<file path="src/rtl/mp_reg_file_pkg.sv">
// Shared types and default sizing for the multi-port register file.
package mp_reg_file_pkg;

    localparam int unsigned DEF_DATA_W = 8;
    localparam int unsigned DEF_ADDR_W = 3;
    localparam int unsigned DEF_NUM_RD = 2;

    typedef enum logic [1:0] {
        ST_IDLE  = 2'd0,
        ST_SWEEP = 2'd1,
        ST_DONE  = 2'd2
    } clr_state_e;

endpackage

</file>
<file path="src/rtl/mp_reg_file_clr_fsm.sv">
// Background clear sequencer: walks every register index once, then pulses done.
module mp_reg_file_clr_fsm
    import mp_reg_file_pkg::*;
#(
    parameter int unsigned ADDR_W = DEF_ADDR_W
) (
    input  logic              clk,
    input  logic              reset,
    input  logic              clr_req,
    output logic              busy,
    output logic              done,
    output logic [ADDR_W-1:0] idx,
    output logic              clr_stb
);

    localparam int unsigned       DEPTH = 2 ** ADDR_W;
    localparam logic [ADDR_W-1:0] LAST  = ADDR_W'(DEPTH - 1);

    clr_state_e state;

    // State, index and registered status outputs; reset aborts any sweep silently.
    always_ff @(posedge clk) begin
        if (reset) begin
            state   <= ST_IDLE;
            idx     <= '0;
            busy    <= 1'b0;
            done    <= 1'b0;
            clr_stb <= 1'b0;
        end else begin
            case (state)
                ST_IDLE: begin
                    if (clr_req) begin
                        state   <= ST_SWEEP;
                        idx     <= '0;
                        busy    <= 1'b1;
                        clr_stb <= 1'b1;
                    end
                end
                ST_SWEEP: begin
                    idx <= idx + ADDR_W'(1);
                    if (idx == LAST) begin
                        state   <= ST_DONE;
                        clr_stb <= 1'b0;
                        done    <= 1'b1;
                    end
                end
                ST_DONE: begin
                    state <= ST_IDLE;
                    busy  <= 1'b0;
                    done  <= 1'b0;
                end
                default: begin
                    state   <= ST_IDLE;
                    busy    <= 1'b0;
                    done    <= 1'b0;
                    clr_stb <= 1'b0;
                end
            endcase
        end
    end

endmodule

</file>
<file path="src/rtl/mp_reg_file.sv">
// Two-write, NUM_RD-read register file with optional forwarding, zero register
// and a background clear sweep that locks out writes while it runs.
module mp_reg_file
    import mp_reg_file_pkg::*;
#(
    parameter int unsigned DATA_W   = DEF_DATA_W,
    parameter int unsigned ADDR_W   = DEF_ADDR_W,
    parameter int unsigned NUM_RD   = DEF_NUM_RD,
    parameter int unsigned BYPASS   = 1,
    parameter int unsigned ZERO_REG = 0
) (
    input  logic                     CLK,
    input  logic                     RESET,
    input  logic                     WE0,
    input  logic                     WE1,
    input  logic [ADDR_W-1:0]        WADDR0,
    input  logic [ADDR_W-1:0]        WADDR1,
    input  logic [DATA_W-1:0]        WDATA0,
    input  logic [DATA_W-1:0]        WDATA1,
    input  logic [NUM_RD*ADDR_W-1:0] RADDR,
    output logic [NUM_RD*DATA_W-1:0] RDATA,
    input  logic                     CLR_REQ,
    output logic                     CLR_BUSY,
    output logic                     CLR_DONE
);

    localparam int unsigned DEPTH = 2 ** ADDR_W;

    logic [DATA_W-1:0] mem [DEPTH];
    logic [ADDR_W-1:0] clr_idx;
    logic              clr_stb;
    logic              acc0_c;
    logic              acc1_c;

    mp_reg_file_clr_fsm #(
        .ADDR_W (ADDR_W)
    ) u_clr_fsm (
        .clk     (CLK),
        .reset   (RESET),
        .clr_req (CLR_REQ),
        .busy    (CLR_BUSY),
        .done    (CLR_DONE),
        .idx     (clr_idx),
        .clr_stb (clr_stb)
    );

    // A write is accepted only when idle, not in reset, and not aimed at a hardwired zero register.
    always_comb begin
        acc0_c = WE0 && !RESET && !CLR_BUSY && !((ZERO_REG != 0) && (WADDR0 == '0));
        acc1_c = WE1 && !RESET && !CLR_BUSY && !((ZERO_REG != 0) && (WADDR1 == '0));
    end

    // Storage update: reset, then sweep clear, then writes with port 1 winning collisions.
    always_ff @(posedge CLK) begin
        if (RESET) begin
            mem <= '{default: '0};
        end else begin
            if (clr_stb) begin
                mem[clr_idx] <= '0;
            end
            if (acc0_c) begin
                mem[WADDR0] <= WDATA0;
            end
            if (acc1_c) begin
                mem[WADDR1] <= WDATA1;
            end
        end
    end

    // Combinational read lanes with optional forwarding of accepted same-cycle writes.
    always_comb begin
        logic [ADDR_W-1:0] ra;
        logic [DATA_W-1:0] rv;
        RDATA = '0;
        ra    = '0;
        rv    = '0;
        for (int unsigned k = 0; k < NUM_RD; k++) begin
            ra = RADDR[k*ADDR_W +: ADDR_W];
            if ((ZERO_REG != 0) && (ra == '0)) begin
                rv = '0;
            end else if ((BYPASS != 0) && acc1_c && (WADDR1 == ra)) begin
                rv = WDATA1;
            end else if ((BYPASS != 0) && acc0_c && (WADDR0 == ra)) begin
                rv = WDATA0;
            end else begin
                rv = mem[ra];
            end
            RDATA[k*DATA_W +: DATA_W] = rv;
        end
    end

endmodule

</file>
<file path="config.mk">
export PLATFORM = sky130hd
export DESIGN_NAME = mp_reg_file
export DESIGN_NICKNAME = d
export VERILOG_FILES = /design/src/rtl/mp_reg_file_pkg.sv /design/src/rtl/mp_reg_file_clr_fsm.sv /design/src/rtl/mp_reg_file.sv
export SDC_FILE = /design/constraint.sdc
export NUM_CORES = 1
export LEC_CHECK = 0
export CAP_MARGIN = 20
export CORE_AREA = 5 5 106 108
export DETAILED_ROUTE_END_ITERATION = 8
export DIE_AREA = 0 0 111 113
export GPL_ROUTABILITY_DRIVEN = 0
export GPL_TIMING_DRIVEN = 0
export HOLD_SLACK_MARGIN = 0.15
export PLACE_DENSITY = 0.77
export SLEW_MARGIN = 20
export SYNTH_ARGS = -nofsm -noshare
export SYNTH_HDL_FRONTEND = slang
export SYNTH_HIERARCHICAL = 1
export SYNTH_SLANG_ARGS = --single-unit
</file>
<file path="constraint.sdc">
create_clock -name CLK -period 5.3 [get_ports CLK]
set_clock_uncertainty 0.05 [all_clocks]
set_input_delay 1.06 -clock CLK [delete_from_list [all_inputs] [get_ports CLK]]
set_output_delay 1.06 -clock CLK [all_outputs]
set_load 0.005 [all_outputs]
</file>
==> results_dict.tcl <==
set metrics [dict create \
    dpl_worst_slack_ps 371 \
    post-cts-setup-buffers 0 \
    r2r_end "mem[12]$_SDFF_PP0_" \
    synth-compound-area-share 0.151 \
    synth.avg_cell_area_sq_um 9.63 \
    worstSkewPairLatency_ps 380 \
    yosys.area.top_type_share 0.294 \
    vias 4820 \
    ios 51 \
    synthSimpleGateAreaFrac 0.228 \
    synth-adder-area-share 0.00511 \
    diodes 0 \
    dpl.hpwl_mm 11.6 \
    ys_seq_area_frac 0.294 \
    worst_setup_path_end_kind "output pin" \
    cts_resized 0 \
    finalMaxSlewViolations 0 \
    hold_viol 0 \
    min_to "u_clr_fsm/done$_SDFFE_PP0P_" \
    yosysWarnings 6 \
    first_pass_iters 6 \
    netlist_area_sq_mm 0.00490 \
    rsz0062_at_grt "no" \
    criticalPathCategory "in2out" \
    root_buffer "clkbuf_8" \
    wl_mm 17.0 \
    die_h_microns 113 \
    cts.sinks 72 \
    dieArea_sq_mm 0.0125 \
    grtUsageTotal 0.268 \
    start_util 0.483 \
    syn-num-nets 544 \
    numPortBuffers 23 \
    grt_max_degree 13 \
    htreeDepth 3 \
    fmax_mhz 197 \
    core.rowCount 37 \
    synth_common_cells "dfxtp_1 (72), nor2_1 (72), nor3_1 (67)" \
    hp-class "reg2reg" \
    muxShareOfSynthArea 0.235 \
    finalNetCount 578 \
    max_slew_margin 0.270 \
    core_area_sq_mm 0.0101 \
    grt_pass1_wl_mm 26.1 \
    r2r-start "u_clr_fsm/busy$_SDFFE_PP0P_" \
    cts_tree "yes" \
    drt_iter0_drc 586 \
    synth_edf_count 0 \
    overflow 0 \
    async_reset_ff_frac 0 \
    cts_max_path_buffers 2 \
    r2r_slack_ps 3120 \
    wire_per_inst_microns 24.9 \
    die_w_microns 111 \
    antenna_found_initial 0 \
    area_delta_synth_final_pct 13.2 \
    cp_max_fo 9 \
    synth.distinct_cells 49 \
    ctsHoldBuffers 0 \
    cts-buffers-inserted 9 \
    synth.area.top_cells "dfxtp_1 (29%), a221oi_1 (11%), mux4_1 (11%)" \
    finalSetupViolCount 0 \
    power_density_mw_per_mm2 243 \
    worstMarginPinSlew_ps 1100 \
    ant_nets 0 \
    fin_setup_tns_ps 0 \
    synthXorXnorAreaFrac 0.0214 \
    power.leakage_nw 2.10 \
    ir_worst_vdd_v 0.000146 \
    ys.flop_type "dfxtp_1" \
    hold_depth 2 \
    crit_arrival_ps 3980 \
    drc 0 \
    vias_per_cell 7.05 \
    min_period_over_period 0.960 \
    yosys.area.top_type "dfxtp_1" \
    crit_path_start_kind "input pin" \
    synth_top_family_by_area "multiplexers" \
    maxCapViolations 0 \
    min_from "u_clr_fsm/done$_SDFFE_PP0P_" \
    reg2regPathDepth 5 \
    path_clk_slew_ps 70 \
    status "complete, no violations" \
    grt_pass1_vias 4758 \
    final.min_clock_period_ps 5090 \
    fin_ws_ps 214 \
    drive_gt1_frac 0.151 \
    syn_inst 509 \
    required_ps 4190 \
    synth-seq-cells 72 \
]
-- routing by layer --
layer,track usage,part of all wire
met5,0,0
met4,0.160,0.056
met3,0.0690,0.12
met2,0.430,0.46
met1,0.325,0.37
-- cell families (layout without fill, tap and decap cells) --
kind of cell / after synthesis / after routing
multiplexers: 65 / 65
buffers and inverters: 55 / 94
AND/OR/NAND/NOR: 207 / 207
adder cells (fa/ha/maj): 2 / 2
flip-flops: 72 / 72
AO/OA/AOI/OAI: 96 / 96
XOR/XNOR: 12 / 12
-- layout by cell type, fill, tap and decap left out, types with 3 or more instances in the layout --
master	count
mux2_2	16
mux4_1	21
o21ai_0	13
a221oi_1	64
dfxtp_1	72
o21ai_1	4
and3b_1	3
clkbuf_1	17
mux4_2	11
nor3_1	67
nand2_1	19
nand3_1	4
and4b_1	3
clkbuf_8	10
or3b_1	3
xor2_1	6
nor2b_1	3
buf_4	8
mux2i_1	17
buf_1	8
xnor2_1	6
buf_2	9
nor2_1	72
bufinv_16	3
clkbuf_2	5
buf_6	5
a21oi_1	9
and3_1	4
clkdlybuf4s50_1	23
and2_1	5
nor3b_1	4
-- final cells by class --
type	count	area, sq um
Inverter	2	7.51
Fill cell	894	4590
Buffer	53	317
Timing Repair Buffer	23	230
Sequential cell	72	1440
Tap cell	136	170
Clock buffer	11	141
Clock inverter	5	104
Multi-Input combinational cell	382	3140
-- flip-flops by register name, summed over array words and instances, names as in the netlist --
register and flops:
mem 64, u_clr_fsm/idx 3, u_clr_fsm/state 2, u_clr_fsm/busy 1
u_clr_fsm/clr_stb 1, u_clr_fsm/done 1
-- through the flow --
step                      power (mW)  instance area (sq um)  utilization  instances  hold slack, ps
after CTS                       1.34                   5550        0.547        684             474
after global placement         0.792                   5300        0.523        668             448
after global routing            1.38                   5550        0.547        684             535
final                           1.35                   5550        0.547        684             470
after floorplan                0.729                   4900            -        509             433
after detailed placement       0.802                   5300        0.523        668             463
-- critical path, cell delays in order --
cell	delay, ps
clkdlybuf4s50_1	550
buf_2	260
nor3b_1	500
nand4_2	480
mux2i_1	230
o21ai_0	330
clkdlybuf4s50_1	580
-- worst max path at each step --
| stage | start | endpoint | slack, ps | depth (start not counted) |
|---|---|---|---|---|
| 2_1_floorplan | RADDR[0] | RDATA[0] | 1860 | 6 |
| 3_3_place_gp | RESET | RDATA[4] | 410 | 8 |
| 3_5_place_dp | RESET | RDATA[4] | 370 | 8 |
| 4_1_cts | RESET | RDATA[4] | 360 | 7 |
| 5_1_grt | RESET | RDATA[4] | 200 | 7 |
| 6_report | RESET | RDATA[4] | 210 | 7 |
-- power breakdown --
group / internal (mW) / switching [mW]
Combinational: 0.0952 / 0.128
Clock: 0.326 / 0.226
Sequential: 0.557 / 0.0155
(Power assumes the default switching activity.)
